### config.mk
export PLATFORM = sky130hd
export DESIGN_NAME = mode_selector
export DESIGN_NICKNAME = d
export VERILOG_FILES = /design/src/rtl/battleship_pkg.sv /design/src/rtl/button_debouncer.sv /design/src/rtl/mode_selector.sv
export SDC_FILE = /design/constraint.sdc
export NUM_CORES = 1
export LEC_CHECK = 0
export CAP_MARGIN = 20
export CORE_UTILIZATION = 55
export DETAILED_ROUTE_END_ITERATION = 10
export PLACE_DENSITY_LB_ADDON = 0.3
export RECOVER_POWER = 50
export SETUP_SLACK_MARGIN = 0.3
export SLEW_MARGIN = 20
export SYNTH_ARGS = -nofsm -noshare
export SYNTH_HDL_FRONTEND = slang
export SYNTH_HIERARCHICAL = 1
export SYNTH_SLANG_ARGS = --single-unit
### constraint.sdc
create_clock -name CLK -period 3.7 [get_ports CLK]
set_input_delay 0.74 -clock CLK [delete_from_list [all_inputs] [get_ports CLK]]
set_output_delay 0.74 -clock CLK [all_outputs]
set_load 0.05 [all_outputs]
### src/rtl/battleship_pkg.sv
// Shared battleship types and constants: mode encoding, mode FSM states and
// the default button debounce length.
package battleship_pkg;

    localparam logic MODE_PLACE  = 1'b0;
    localparam logic MODE_ATTACK = 1'b1;

    // 1 ms at 50 MHz
    localparam int DEBOUNCE_DEFAULT = 50000;

    typedef enum logic {
        IDLE    = 1'b0,
        PENDING = 1'b1
    } modesel_state_e;

endpackage

### src/rtl/button_debouncer.sv
// Two-flop synchronizer plus counting debouncer for an active-low push-button.
// Outputs the debounced level (active-high) and a one-cycle press strobe.
module button_debouncer
    import battleship_pkg::*;
#(
    parameter int DEBOUNCE_CYCLES = DEBOUNCE_DEFAULT
) (
    input  logic clk,
    input  logic rst,
    input  logic btn_n,
    output logic level,
    output logic press
);

    localparam int CNT_W = (DEBOUNCE_CYCLES > 2) ? $clog2(DEBOUNCE_CYCLES) : 1;
    localparam logic [CNT_W-1:0] CNT_LAST = CNT_W'(DEBOUNCE_CYCLES - 1);

    logic             sync_p0;
    logic             sync_p1;
    logic             stable;
    logic             stable_prev;
    logic [CNT_W-1:0] cnt;

    // Synchronizer stage: both flops idle at the released level.
    always_ff @(posedge clk) begin
        if (rst) begin
            sync_p0 <= 1'b1;
            sync_p1 <= 1'b1;
        end else begin
            sync_p0 <= btn_n;
            sync_p1 <= sync_p0;
        end
    end

    // Debounce stage: any sample equal to stable restarts the count.
    always_ff @(posedge clk) begin
        if (rst) begin
            stable      <= 1'b1;
            stable_prev <= 1'b1;
            cnt         <= '0;
        end else begin
            stable_prev <= stable;
            if (sync_p1 == stable) begin
                cnt <= '0;
            end else if (cnt == CNT_LAST) begin
                stable <= sync_p1;
                cnt    <= '0;
            end else begin
                cnt <= cnt + CNT_W'(1);
            end
        end
    end

    assign level = ~stable;
    assign press = stable_prev & ~stable;

endmodule

### src/rtl/mode_selector.sv
// Mode push-button to registered mode bit: debounces BTN and toggles MODE once
// per press unless BUSY. Define MODESEL_DEFER_EN to defer busy presses instead.
module mode_selector
    import battleship_pkg::*;
#(
    parameter int DEBOUNCE_CYCLES = DEBOUNCE_DEFAULT
) (
    input  logic CLK,
    input  logic RST,
    input  logic BTN,
    input  logic BUSY,
    output logic MODE,
    output logic MODE_PULSE,
    output logic DENIED,
    output logic PRESSED
);

    logic press;

    button_debouncer #(
        .DEBOUNCE_CYCLES(DEBOUNCE_CYCLES)
    ) u_debounce (
        .clk   (CLK),
        .rst   (RST),
        .btn_n (BTN),
        .level (PRESSED),
        .press (press)
    );

`ifdef MODESEL_DEFER_EN
    modesel_state_e state;
`endif

    // Mode FSM stage: strobes default low, at most one toggle is ever owed.
    always_ff @(posedge CLK) begin
        if (RST) begin
            MODE       <= MODE_PLACE;
            MODE_PULSE <= 1'b0;
            DENIED     <= 1'b0;
`ifdef MODESEL_DEFER_EN
            state      <= IDLE;
`endif
        end else begin
            MODE_PULSE <= 1'b0;
            DENIED     <= 1'b0;
`ifdef MODESEL_DEFER_EN
            case (state)
                IDLE: begin
                    if (press) begin
                        if (BUSY) begin
                            DENIED <= 1'b1;
                            state  <= PENDING;
                        end else begin
                            MODE       <= ~MODE;
                            MODE_PULSE <= 1'b1;
                        end
                    end
                end
                PENDING: begin
                    if (!BUSY) begin
                        MODE       <= ~MODE;
                        MODE_PULSE <= 1'b1;
                        state      <= IDLE;
                    end else if (press) begin
                        DENIED <= 1'b1;
                    end
                end
                default: state <= IDLE;
            endcase
`else
            if (press) begin
                if (BUSY) begin
                    DENIED <= 1'b1;
                end else begin
                    MODE       <= ~MODE;
                    MODE_PULSE <= 1'b1;
                end
            end
`endif
        end
    end

endmodule

==> results of run 1 <==
[power groups by stage]
stage | Clock (mW) | Combinational, mW | Sequential, mW
after floorplan | 0 | 0.00363 | 0.255
after global placement | 0 | 0.00794 | 0.255
after detailed placement | 0 | 0.00816 | 0.255
after CTS | 0.120 | 0.00819 | 0.250
after global routing | 0.130 | 0.00879 | 0.250
final | 0.118 | 0.00777 | 0.250
[cell usage after synthesis (2+ instances only)]
library cell  count  area, um^2
inv_1             4        15.0
nor2_1           18        67.6
xor2_1            4        35.0
nand3_1           4        20.0
dfxtp_1          23         460
nor4_1            2        12.5
xnor2_1          10        87.6
nor3_1            5        25.0
nand4_1           4        25.0
or2_2             3        18.8
or4_1             2        15.0
nand2_1           4        15.0
nor2b_1           2        12.5
[worst max-delay path: cells and delay by family (launching register included)]
family                 cells  cell delay (ns)
buffers and inverters      2             0.86
flip-flops                 1             0.37
[sequential cells by signal, indices dropped and copies added (netlist names)]
register and cells:
MODE 1, DENIED 1, u_debounce/cnt 16, u_debounce/stable 1, MODE_PULSE 1, u_debounce/stable_prev 1
u_debounce/sync_p0 1, u_debounce/sync_p1 1
[metal layers]
metal  vias up  wire [um]  global-route usage, %
li1        368          -                      -
met1       337        806                   25.5
met2         6        700                   29.0
met3         2         33                   3.75
met4         0         13                   11.3
met5         -          0                      0
[cell type report]
cell class / count / area share [%]
Sequential cell: 23 / 43.8
Inverter: 4 / 1.43
Timing Repair Buffer: 7 / 6.67
Clock buffer: 3 / 2.14
Clock inverter: 1 / 0.476
Tap cell: 16 / 1.90
Multi-Input combinational cell: 73 / 43.6
[cell families after synthesis]
logic type      after synthesis  share of synthesized area [%]
fa+ha+maj                     1                           1.31
mux                           1                           1.57
compound gates                3                           2.23
flops                        23                           48.2
xor+xnor                     14                           12.8
simple gates                 54                           31.1
buf+inv                       5                           2.75
[stage by stage]
step	util [%]	area, um^2
floorplan	-	955
detailed placement	66.3	1030
global placement	66.3	1030
finish	67.4	1050
global route	67.4	1050
CTS	68.1	1060
[worst min-delay path by stage]
stage / to / depth (start not counted)
2_1_floorplan: u_debounce/sync_p1 / 1
3_3_place_gp: u_debounce/sync_p1 / 1
3_5_place_dp: u_debounce/sync_p1 / 1
4_1_cts: u_debounce/sync_p1 / 1
5_1_grt: u_debounce/sync_p1 / 1
6_report: u_debounce/sync_p1 / 1
==> impl_metrics.yaml, run 1 <==
worst_setup_path:
  r2r_start: "u_debounce/cnt[0]"
  cp_slowest_stage_delay_ns: 0.79
  rrSetupSlack_ns: 1.54
  critPathArrivalTime_ns: 1.54
  crit_path_top_delay_cell: "clkdlybuf4s50_1"
  crit_end: "PRESSED"
  crit_type: "reg -> out"
  path_cells: "inv_1 -> clkdlybuf4s50_1"
  r2r-end: "u_debounce/cnt[8]"
  cp_max_fo: 5
  start_kind: "flop"
  cp-startpoint: "u_debounce/stable"
  cp.required_ns: 2.96
  endpoint_kind: "output pin"
  reg2regPathDepth: 5
synth:
  synth_fp_nets: 106
  ys.flop_type: "dfxtp_1"
  avgSynthCellArea_um2: 9.45
  synth_warnings: 6
  yosysSeqAreaShare_pct: 48.2
  yosys.cell_types.count: 29
  synthCells: 101
  ys_ff_latch: 23
  async_flop_share_pct: 0
  synth_edf_count: 0
  synth_area_um2: 955
sta:
  fmax_mhz: 439
  period_share_pct: 61.6
  finalHoldViolations: 0
  min_period_ns: 2.28
  worst_slack_ns: 1.42
  whs_ns: 0.432
  rsz0062_at_grt: "false"
  setup_viol: 0
  maxSlewHeadroom_pct: 67.0
  fin_skew_ns: 0.00301
  setup-tns-final_ns: 0
  worst_pin_slew_ns: 0.493
  slew_violations: 0
drt:
  wirelength_mm: 1.55
  drtPass1Iterations: 4
  drtIter0Drc: 23
  ant_nets: 0
  num_vias: 713
  avgRoutedWirePerCell_um: 12.2
  drc_errors: 0
  via_per_inst: 5.61
floorplan:
  die_w_um: 43.7
  start_util_pct: 61.2
  io_pins: 8
  placeableCoreArea_um2: 1560
  die_area_um2: 1910
  rows: 14
  die_y_um: 43.7
power:
  comb_power_share_pct: 2.1
  internal-power_mw: 0.293
  leakage_nw: 0.351
  p_sw_mw: 0.0820
  power_mw: 0.375
  sequentialPowerShare_pct: 66.5
  power_density_nw_per_um2: 357
  switching_share_pct: 21.9
  peakVddDrop_uv: 234
  clkPwrFrac_pct: 31.4
cells_and_area:
  fillers: 139
  final_cell_mix: "dfxtp_1 (23), nor2_1 (18), xnor2_1 (10), clkdlybuf4s50_1 (6)"
  drive_above_1_share_pct: 8.11
  syn_to_final_growth_pct: 10.1
  antenna_cells: 0
  ff_latch_area_um2: 460
  fin_cells: 127
  fin_nets: 117
  multi_input_area_um2: 458
  final_common_cell: "dfxtp_1"
clock_network:
  clk_latency_ns: 0.31
  clk_pin_slew_worst_paths_ns: 0.13
  htree_levels: 1
  hold_buffers: 0
  clockBufferDepth: 2
  cts_buffers: 3
  cts_tree: "built"
  post-cts-setup-buffers: 0
  clockRootBuffer: "clkbuf_4"
  post_cts_resized: 0
  cts_num_sinks: 23
place:
  io_buffers: 7
  pre_cts_ws_ns: 1.74
  placedCellCount: 123
  hpwlAfterDp_mm: 1.11
  gp_congestion: 0.816
grt:
  grt_pass1_wl_mm: 2.68
  grt_pass1_vias: 644
  grt_usage_pct: 19.2
  grt_max_degree: 15
  overflow: 0
  antenna_found_initial: 0
worst_hold_path:
  hold_path_class: "reg -> reg"
  min_from: "u_debounce/sync_p0"
status:
  status: "completed"
run:
  cap_violations: 0
(Power assumes the default switching activity.)
==> run 2: changes to the inputs <==
--- a/config.mk
+++ b/config.mk
@@ -6,7 +6,7 @@
 export NUM_CORES = 1
 export LEC_CHECK = 0
 export CAP_MARGIN = 20
-export CORE_UTILIZATION = 55
+export CORE_UTILIZATION = 54
 export DETAILED_ROUTE_END_ITERATION = 10
 export PLACE_DENSITY_LB_ADDON = 0.3
 export RECOVER_POWER = 50
==> constraint.sdc (replaced) <==
create_clock -name CLK -period 2.25 [get_ports CLK]
set_input_delay 0.45 -clock CLK [delete_from_list [all_inputs] [get_ports CLK]]
set_output_delay 0.45 -clock CLK [all_outputs]
set_load 0.05 [all_outputs]
==> run 2 against run 1 <==
Hold slack better by 0.016 ns; cell area is 0.12% higher; non-clock buffer count is 1 higher; combinational power is 71% higher; total power is 61% higher; setup slack worse by 1.1 ns; critical path depth is 1 lower; routed wire length is 4.1% higher; largest cell class unchanged; largest power group unchanged; highest routed layer unchanged.
==> impl_metrics.yaml, run 2 (synthesized netlist as in run 1, its figures left out) <==
status:
  status: "completed"
worst_setup_path:
  reg2regPathDepth: 4
  start_kind: "flop"
  crit_family: "buffers and inverters"
  crit_path_top_delay_cell: "dlygate4sd3_1"
  r2r_start: "u_debounce/cnt[12]"
  critPathArrivalTime_ns: 1.48
  crit_type: "reg -> out"
  crit_buf_inv: 1
  rrSetupSlack_ns: 0.32
  r2r-end: "u_debounce/cnt[6]"
  endpoint_kind: "output pin"
  cp_slowest_stage_delay_ns: 0.86
  cp.required_ns: 1.80
  path_cells: "dlygate4sd3_1"
  cp_max_fo: 1
drt:
  drtPass1Iterations: 4
  wirelength_mm: 1.62
  num_vias: 715
  avgRoutedWirePerCell_um: 12.6
  via_per_inst: 5.59
  ant_nets: 0
  drtIter0Drc: 14
  drc_errors: 0
place:
  hpwlAfterDp_mm: 1.18
  placedCellCount: 124
  pre_cts_ws_ns: 0.406
  gp_congestion: 0.799
  io_buffers: 7
cells_and_area:
  fin_nets: 118
  largest_reg_flops: 16
  drive_above_1_share_pct: 8.93
  antenna_cells: 0
  syn_to_final_growth_pct: 10.2
  final_common_cell: "dfxtp_1"
  fin_cells: 128
  largest_register: "u_debounce/cnt"
  final_cell_mix: "dfxtp_1 (23), nor2_1 (18), xnor2_1 (10), nor3_1 (5)"
clock_network:
  post-cts-setup-buffers: 0
  clockBufferDepth: 2
  clockRootBuffer: "clkbuf_4"
  cts_tree: "built"
  htree_levels: 1
  cts_num_sinks: 23
  clk_latency_ns: 0.30
  cts_buffers: 3
  clk_pin_slew_worst_paths_ns: 0.11
sta:
  setup-tns-final_ns: 0
  slew_violations: 0
  finalHoldViolations: 0
  period_share_pct: 85.7
  worst_pin_slew_ns: 0.614
  maxSlewHeadroom_pct: 59.3
  min_period_ns: 1.93
  fin_skew_ns: 0.00257
  setup_viol: 0
  fmax_mhz: 518
  worst_slack_ns: 0.321
  whs_ns: 0.449
  rsz0062_at_grt: "false"
grt:
  grt_max_degree: 15
  overflow: 0
  grt_usage_pct: 19.6
  grt_pass1_wl_mm: 2.76
  antenna_found_initial: 0
  grt_pass1_vias: 645
power:
  peakVddDrop_uv: 369
  power_mw: 0.605
  power_density_nw_per_um2: 575
  leakage_nw: 0.359
floorplan:
  start_util_pct: 60.6
  io_pins: 8
  placeableCoreArea_um2: 1580
  die_area_um2: 1940
  die_y_um: 44.0
  die_w_um: 44.0
  rows: 14
worst_hold_path:
  min_from: "u_debounce/sync_p0"
  holdPathStages: 1
  holdPathEnd: "u_debounce/sync_p1"
  hold_path_class: "reg -> reg"
run:
  cap_violations: 0
[run 2: cell count changes in the layout (fill, tap and decap cells not counted), sizes merged]
cell / before / now
buf: 0 / 1
dlygate4sd3: 1 / 2
clkinv: 1 / 0
clkbuf: 3 / 5
dlygate4sd2: 0 / 1
clkdlybuf4s50: 6 / 3
[run 2: area by class of cell]
type | count | area, um^2
clock buffer | 4 | 26.3
fill | 127 | 524
inverter | 4 | 15.0
multi-input combinational | 73 | 460
sequential | 23 | 460
tap | 16 | 20.0
timing repair buffer | 8 | 70.1
[run 2: timing repair]
item,in CTS,in global routing
gates resized for setup,1,1
endpoints found under the setup margin,1,1
hold buffers,0,0
endpoints found under the hold margin,0,0
[run 2: per-layer routing]
layer  wire (um)  up-vias  share of wire [%]  track usage (%)
met2         755        3                 47             29.7
met1         820      343                 51             26.2
met5           0        -                  0                0
met3          21        2                1.3             2.45
li1            -      367                  -                -
met4          19        0                1.2             12.7
[run 2: where the power goes]
group | switching, mW | internal, mW
Combinational | 0.00666 | 0.00667
Clock | 0.112 | 0.0691
Sequential | 0.00139 | 0.409
[run 2: through the flow]
step	cell area [um^2]	util (%)
6_report	1050	66.7
5_1_grt	1050	66.7
4_1_cts	1070	67.6
3_5_place_dp	1040	66.0
3_3_place_gp	1040	66.0
2_1_floorplan	955	-
[run 2: worst reg2reg max path, stage by stage, from the launching register on]
cell and delay, ns:
dfxtp_1 0.37, or4_1 0.52, or4_1 0.57, nand2_2 0.28, nor2_1 0.09
[run 2: how the worst max path moves through the flow]
stage,start,end,slack [ns],cells after the start
2_1_floorplan,u_debounce/cnt[12],u_debounce/stable,0.51,3
3_3_place_gp,u_debounce/cnt[12],u_debounce/cnt[14],0.46,4
3_5_place_dp,u_debounce/cnt[12],u_debounce/cnt[6],0.41,4
4_1_cts,MODE,MODE,0.32,1
5_1_grt,u_debounce/cnt[12],u_debounce/cnt[4],0.23,4
6_report,DENIED,DENIED,0.32,1
